`config.mk`:
```
export PLATFORM = sky130hd
export DESIGN_NAME = oclib_rv_pipeline
export DESIGN_NICKNAME = d
export VERILOG_FILES = /design/src/rtl/oclib_pkg.sv /design/src/rtl/oclib_rv_skid.sv /design/src/rtl/oclib_rv_pipeline.sv
export SDC_FILE = /design/constraint.sdc
export NUM_CORES = 1
export LEC_CHECK = 0
export BUFFER_PORTS_ARGS = -buffer_cell sky130_fd_sc_hd__clkbuf_2
export CAP_MARGIN = 0
export CORE_AREA = 3 3 40 42
export DETAILED_ROUTE_END_ITERATION = 8
export DIE_AREA = 0 0 43 45
export PLACE_DENSITY = 0.41
export SYNTH_ARGS = -nofsm -noshare
export SYNTH_HDL_FRONTEND = slang
export SYNTH_HIERARCHICAL = 1
export SYNTH_SLANG_ARGS = --single-unit
```
`constraint.sdc`:
```
create_clock -name clock -period 1.4 [get_ports clock]
set_clock_uncertainty 0.2 [all_clocks]
set_input_delay 0.07 -clock clock [delete_from_list [all_inputs] [get_ports clock]]
set_output_delay 0.07 -clock clock [all_outputs]
set_load 0.005 [all_outputs]
```
`src/rtl/oclib_pkg.sv`:
```
// ---------------------------------------------------------------------------
// oclib_pkg
// Shared constants for oclib blocks. True/False stand in for one-bit
// boolean parameters, so instantiations read as flags rather than as bits.
// ---------------------------------------------------------------------------
package oclib_pkg;

  localparam bit True  = 1'b1;
  localparam bit False = 1'b0;

endpackage

```
`src/rtl/oclib_rv_skid.sv`:
```
// ---------------------------------------------------------------------------
// oclib_rv_skid
// One registered valid/ready stage. valid/data are registered forward and
// ready is registered backward. A skid register catches the single beat that
// can arrive while main is stalled, because upstream only sees the ready drop
// one cycle later. The stage runs at full throughput and holds up to 2 beats.
//
// Ports
//   clock      in   rising-edge clock
//   reset      in   synchronous, active-high; clears valids and readyReg
//   inValid    in   upstream beat valid
//   inData     in   upstream beat data [Width]
//   inReady    out  registered ready to upstream
//   outValid   out  downstream beat valid (main register)
//   outData    out  downstream beat data (main register) [Width]
//   outReady   in   downstream accepts beat
// ---------------------------------------------------------------------------
module oclib_rv_skid
  import oclib_pkg::*;
#(
  parameter int Width     = 1,
  parameter bit DontTouch = False
) (
  input  logic             clock,
  input  logic             reset,
  input  logic             inValid,
  input  logic [Width-1:0] inData,
  output logic             inReady,
  output logic             outValid,
  output logic [Width-1:0] outData,
  input  logic             outReady
);

  (* dont_touch = (DontTouch ? "true" : "false") *) logic             r_main_valid;
  (* dont_touch = (DontTouch ? "true" : "false") *) logic [Width-1:0] r_main_data;
  (* dont_touch = (DontTouch ? "true" : "false") *) logic             r_skid_valid;
  (* dont_touch = (DontTouch ? "true" : "false") *) logic [Width-1:0] r_skid_data;
  (* dont_touch = (DontTouch ? "true" : "false") *) logic             r_ready;

  logic w_pop;
  logic w_push;
  logic w_main_free;
  logic w_skid_valid_next;

  assign w_pop       = r_main_valid && outReady;
  assign w_push      = inValid && r_ready;
  // main is free to load whenever it is empty or its beat leaves this edge
  assign w_main_free = w_pop || !r_main_valid;

  // skid only fills when main is full and stalled; ready tracks its next state
  assign w_skid_valid_next = w_main_free ? 1'b0 :
                             (w_push ? 1'b1 : r_skid_valid);

  always_ff @(posedge clock) begin
    if (reset) begin
      r_main_valid <= 1'b0;
      r_skid_valid <= 1'b0;
      r_ready      <= 1'b0;
    end else begin
      if (w_main_free) begin
        r_main_valid <= r_skid_valid || w_push;
      end
      r_skid_valid <= w_skid_valid_next;
      r_ready      <= !w_skid_valid_next;
    end
  end

  // data registers carry no reset; valids qualify them
  always_ff @(posedge clock) begin
    if (w_main_free) begin
      if (r_skid_valid) begin
        r_main_data <= r_skid_data;
      end else if (w_push) begin
        r_main_data <= inData;
      end
    end else if (w_push) begin
      r_skid_data <= inData;
    end
  end

  assign outValid = r_main_valid;
  assign outData  = r_main_data;
  assign inReady  = r_ready;

endmodule

```
`src/rtl/oclib_rv_pipeline.sv`:
```
// ---------------------------------------------------------------------------
// oclib_rv_pipeline
// Retiming pipeline for a valid/ready stream: Length chained oclib_rv_skid
// stages, each registering valid/data forward and ready backward. Length=0 is
// a pure combinational pass-through. Latency Length cycles, 1 beat/cycle,
// capacity 2*Length beats.
//
// Ports
//   clock      in   rising-edge clock
//   reset      in   synchronous, active-high (unused when Length=0)
//   inValid    in   upstream beat valid
//   inData     in   upstream beat data [Width]
//   inReady    out  pipeline can accept a beat
//   outValid   out  downstream beat valid
//   outData    out  downstream beat data [Width]
//   outReady   in   downstream accepts beat
// ---------------------------------------------------------------------------
module oclib_rv_pipeline
  import oclib_pkg::*;
#(
  parameter int Width     = 1,
  parameter int Length    = 1,
  parameter bit DontTouch = False
) (
  input  logic             clock,
  input  logic             reset,
  input  logic             inValid,
  input  logic [Width-1:0] inData,
  output logic             inReady,
  output logic             outValid,
  output logic [Width-1:0] outData,
  input  logic             outReady
);

  if (Length == 0) begin : g_bypass
    assign outValid = inValid;
    assign outData  = inData;
    assign inReady  = outReady;
  end else begin : g_chain
    // index i is the interface between stage i-1 and stage i
    logic             w_valid [Length+1];
    logic [Width-1:0] w_data  [Length+1];
    logic             w_ready [Length+1];

    assign w_valid[0]      = inValid;
    assign w_data[0]       = inData;
    assign inReady         = w_ready[0];
    assign outValid        = w_valid[Length];
    assign outData         = w_data[Length];
    assign w_ready[Length] = outReady;

    for (genvar i = 0; i < Length; i++) begin : g_stage
      oclib_rv_skid #(
        .Width     (Width),
        .DontTouch (DontTouch)
      ) u_stage (
        .clock    (clock),
        .reset    (reset),
        .inValid  (w_valid[i]),
        .inData   (w_data[i]),
        .inReady  (w_ready[i]),
        .outValid (w_valid[i+1]),
        .outData  (w_data[i+1]),
        .outReady (w_ready[i+1])
      );
    end
  end

endmodule

```
Word level (Yosys, flattened, before mapping) --
Index checks and enable logic that the tools add are counted.
Word-level totals: bits in registers 5, latch bits 0, RAM bits 0, bits in read-only memories 0, memories 0
Cells by class: add/subtract/negate cells 0, multipliers 0, divide/modulo/power cells 0, order comparisons 0, equal/unequal tests 0, shift-type cells 0, muxes and demuxes 4, bitwise operators 1, reductions and logical operators 9
Operators by type and width (number):
- two-way mux 1 bit | 4
- AND reduction 2 bit | 2
- logical AND 1 bit | 2
- logical NOT 1 bit | 2
- logical OR 1 bit | 2
- nonzero test 2 bit | 1
- NOT 1 bit | 1

Depth between registers and ports, before layout --
depth after elaboration 4, depth in mapped cells 2

Worst setup path before layout --
Ideal clock, no wire load.
path kind register to register, start reg g_chain.g_stage[0].u_stage.r_main_valid, end reg g_chain.g_stage[0].u_stage.r_skid_data (enable), setup time 293 ps, arrival time 674 ps, setup slack 234 ps, stages on the path, launching flop included 3, cells stage by stage dfxtp_1 and2b_1 and3_1
On the way: longest elaborated chain between the ends 4, elaborated cells on any way between the ends 5, classes of those cells bitwise: 1; reduce/logical: 4
Ends and longest elaborated chain:
- start, declared | RTL line oclib_rv_skid.sv:34 | (* dont_touch = (DontTouch ? "true" : "false") *) logic r_main_valid;
- start signal, assigned | RTL line oclib_rv_skid.sv:61 | r_main_valid <= r_skid_valid || w_push;
- logical AND 1 bit / logical NOT 1 bit (equally long branches) | RTL line oclib_rv_skid.sv:45, oclib_rv_skid.sv:48
- logical OR 1 bit * | RTL line oclib_rv_skid.sv:48 | assign w_main_free = w_pop || !r_main_valid;
- NOT 1 bit (no source line) *
- AND reduction 2 bit (no source line) *
- end signal, assigned | RTL line oclib_rv_skid.sv:77 | r_skid_data <= inData;
- end, declared | RTL line oclib_rv_skid.sv:37 | (* dont_touch = (DontTouch ? "true" : "false") *) logic [Width-1:0] r_skid_data;
Every way passes the cells marked *; elsewhere a longest branch is shown, timed or not. A chain may end at the register's enable or synchronous reset.

Worst setup path after layout --
start in outReady, end reg g_chain.g_stage[0].u_stage.r_skid_data (enable)
On the way: longest elaborated chain between the ends 4
Ends and longest elaborated chain:
- start, declared | RTL line oclib_rv_pipeline.sv:32 | input logic outReady
- logical AND 1 bit | RTL line oclib_rv_skid.sv:45 | assign w_pop = r_main_valid && outReady;
- logical OR 1 bit | RTL line oclib_rv_skid.sv:48
- NOT 1 bit (no source line)
- AND reduction 2 bit (no source line)
No other way between the ends.

==> impl_metrics.sql <==
INSERT INTO impl_metrics (metric_group, metric, value, unit) VALUES
('status', 'status', 'finished clean', ''),
('setup_path', 'endpoint_kind', 'register', ''),
('die', 'chipWidth', '43', 'microns'),
('timing', 'finalSetupTns', '0', 'ns'),
('pwr', 'cellPowerDensity', '1160', 'nW/um^2'),
('synthesis', 'synth.avg_cell_area', '13.7', 'sq um'),
('setup_path', 'worst-endpoint-required', '1.16', 'ns'),
('timing', 'worst_hold_slack_across_all_endpoints', '0.296', 'ns'),
('timing', 'slew_viol_final', '0', ''),
('die', 'design.die.area', '1940', 'sq um'),
('clock_network', 'cts_tree', 'done', ''),
('route', 'postRouteWirelength', '380', 'microns'),
('synthesis', 'synth-seq-area-share', '0.627', ''),
('die', 'core.rowCount', '13', ''),
('setup_path', 'ff2ff_setup_slack', '0.21', 'ns'),
('route', 'vias_per_cell', '3.55', ''),
('timing', 'max_freq', '759', 'MHz'),
('layout', 'n_fill_cell', '140', ''),
('clock_network', 'clock_path_buffers', '2', ''),
('setup_path', 'critical_path_class', 'in2reg', ''),
('route', 'drt_drc_violations_left', '0', ''),
('grt', 'grt_first_pass_wirelength', '614', 'microns'),
('synthesis', 'cell_count_after_synthesis', '14', ''),
('synthesis', 'yosys.area.top_type_share', '0.314', ''),
('clock_network', 'clock_sinks', '5', ''),
('layout', 'layout-drive-gt1-share', '0.483', ''),
('clock_network', 'ctsRootBufferMaster', 'clkbuf_4', ''),
('grt', 'via_count_of_the_first_global_routing_pass', '161', ''),
('clock_network', 'clk_pin_slew_worst_paths', '0.04', 'ns'),
('synthesis', 'synth.distinct_cells', '11', ''),
('setup_path', 'reg2regPathDepth', '2', ''),
('place', 'port_buffers', '7', ''),
('timing', 'rsz0062_at_grt', 'false', ''),
('grt', 'antenna_found_initial', '0', ''),
('pwr', 'leakage_power_summed_over_all_cells', '0.000135', 'uW'),
('die', 'ioPinCount', '8', ''),
('layout', 'flow.area_growth_from_synthesis', '62.7', '%'),
('timing', 'finalHoldViolCount', '0', ''),
('die', 'initial_utilization', '0.149', ''),
('timing', 'slew_headroom', '0.880', ''),
('synthesis', 'synth_most_common_cell', 'dfxtp_1', ''),
('synthesis', 'number_of_enable_flip_flop_cells_after_synthesis', '2', ''),
('run', 'timing.max_cap.violations', '0', ''),
('synthesis', 'synth.cells.most_frequent', 'dfxtp_1, edfxtp_1', ''),
('layout', 'layout.nets', '35', ''),
('setup_path', 'worst_setup_path_start_kind', 'input port', ''),
('clock_network', 'tritoncts.num_buffers', '3', ''),
('timing', 'final-setup-viol-count', '0', ''),
('grt', 'grt_overflow_total', '0', ''),
('synthesis', 'netlist_area', '191', 'sq um'),
('timing', 'layout_min_cycle_time', '1.32', 'ns'),
('setup_path', 'timing.critical_path.fanout_max', '2', ''),
('min_path', 'hold_path.class', 'reg2reg', ''),
('synthesis', 'yosysTopAreaCell', 'dfxtp_1', ''),
('clock_network', 'clock_latency', '0.24', 'ns'),
('grt', 'grt_use_total', '0.0510', ''),
('synthesis', 'synth_flop_cell', 'dfxtp_1', ''),
('timing', 'tightest_slew', '0.181', 'ns'),
('die', 'die_h', '45', 'microns'),
('route', 'drt_pre_antenna_iters', '2', ''),
('route', 'num_vias', '156', ''),
('clock_network', 'cts.htree.levels', '1', ''),
('synthesis', 'synth_fp_nets', '19', ''),
('route', 'first_iter_violations', '1', ''),
('synthesis', 'number_of_synthesized_register_bits', '5', ''),
('synthesis', 'synth_async_sr_flop_share', '0', ''),
('grt', 'grt_max_degree', '5', ''),
('route', 'routedWlPerCell', '8.64', 'microns'),
('layout', 'antennaDiodeCount', '0', ''),
('die', 'core_box_area', '1280', 'sq um'),
('setup_path', 'cp.arrival', '1.07', 'ns'),
('synthesis', 'synth_top_cells_by_area', 'dfxtp_1, edfxtp_1, nand2b_4, mux2_2, o21ba_2', ''),
('route', 'postRouteAntennaNets', '0', ''),
('pwr', 'ir_drop', '0.543', 'mV'),
('min_path', 'hold_path_cells', '2', ''),
('timing', 'post-route-period-util', '0.941', ''),
('synthesis', 'synth_warnings', '6', ''),
('place', 'gp_congestion', '0.615', '');
## registers in the layout (all words and copies together) (netlist names)
name,count
g_chain.g_stage.u_stage/inReady,1
g_chain.g_stage.u_stage/outData,1
g_chain.g_stage.u_stage/outValid,1
g_chain.g_stage.u_stage/r_skid_data,1
g_chain.g_stage.u_stage/r_skid_valid,1
## layer usage
layer / global-route usage / vias up / part of all wire
met5: 0 / - / 0
met4: 0.0181 / 0 / 0
met3: 0.0757 / 0 / 0.17
met2: 0.0629 / 10 / 0.38
met1: 0.0438 / 67 / 0.44
li1: - / 79 / -
## final timing paths
| kind | start | to |
|---|---|---|
| worst max register to register | g_chain.g_stage[0].u_stage/outValid | g_chain.g_stage[0].u_stage/r_skid_data |
| worst min register to register | g_chain.g_stage[0].u_stage/outValid | g_chain.g_stage[0].u_stage/r_skid_valid |
| worst max-delay path | outReady | g_chain.g_stage[0].u_stage/r_skid_data |
| worst min-delay path | g_chain.g_stage[0].u_stage/outValid | g_chain.g_stage[0].u_stage/r_skid_valid |
## what timing repair did
action	4_1_cts	5_1_grt
hold buffers	4	0
gates resized for setup	0	0
endpoints found under the hold margin	5	0
buffers inserted	0	0
## cell families (layout without fill, tap and decap cells)
group | Yosys count | after routing | share of synthesized area
flip-flops | 5 | 5 | 0.627
buffers and inverters | 0 | 15 | 0
AO/OA/AOI/OAI | 3 | 3 | 0.124
AND/OR/NAND/NOR | 5 | 5 | 0.190
multiplexers | 1 | 1 | 0.0588
## worst max-delay path: stages
cell           delay [ns]
dlygate4sd3_1        0.53
clkbuf_2             0.11
and2b_1              0.19
and3_1               0.17
## stage by stage
step	cell area [sq um]	util	setup WS, ns	instances	total power, uW
floorplan	191	-	0.234	14	176
global placement	245	0.191	0.225	36	189
detailed placement	245	0.191	0.212	36	189
CTS	312	0.242	0.0860	44	370
global route	312	0.242	0.0553	44	394
finish	312	0.242	0.0830	44	362
## report_power, final
group	internal, uW	switching [uW]	total (uW)
Sequential	158	4.00	162
Clock	108	59.3	167
Combinational	22.1	11.6	33.7
## cell type report
cell class,count,area [sq um],area share
Multi-Input combinational cell,9,71.3,0.229
Clock buffer,4,26.3,0.0843
Timing Repair Buffer,11,75.1,0.241
Tap cell,15,18.8,0.0602
Sequential cell,5,120,0.386
## cell usage in the layout, fill, tap and decap left out, types with 2 or more instances in the layout
| cell | netlist | final |
|---|---|---|
| clkbuf_4 | 0 | 3 |
| clkbuf_2 | 0 | 7 |
| edfxtp_1 | 2 | 2 |
| dfxtp_1 | 3 | 3 |
| dlygate4sd3_1 | 0 | 4 |
No activity file was read; power rests on OpenSTA's default activity.
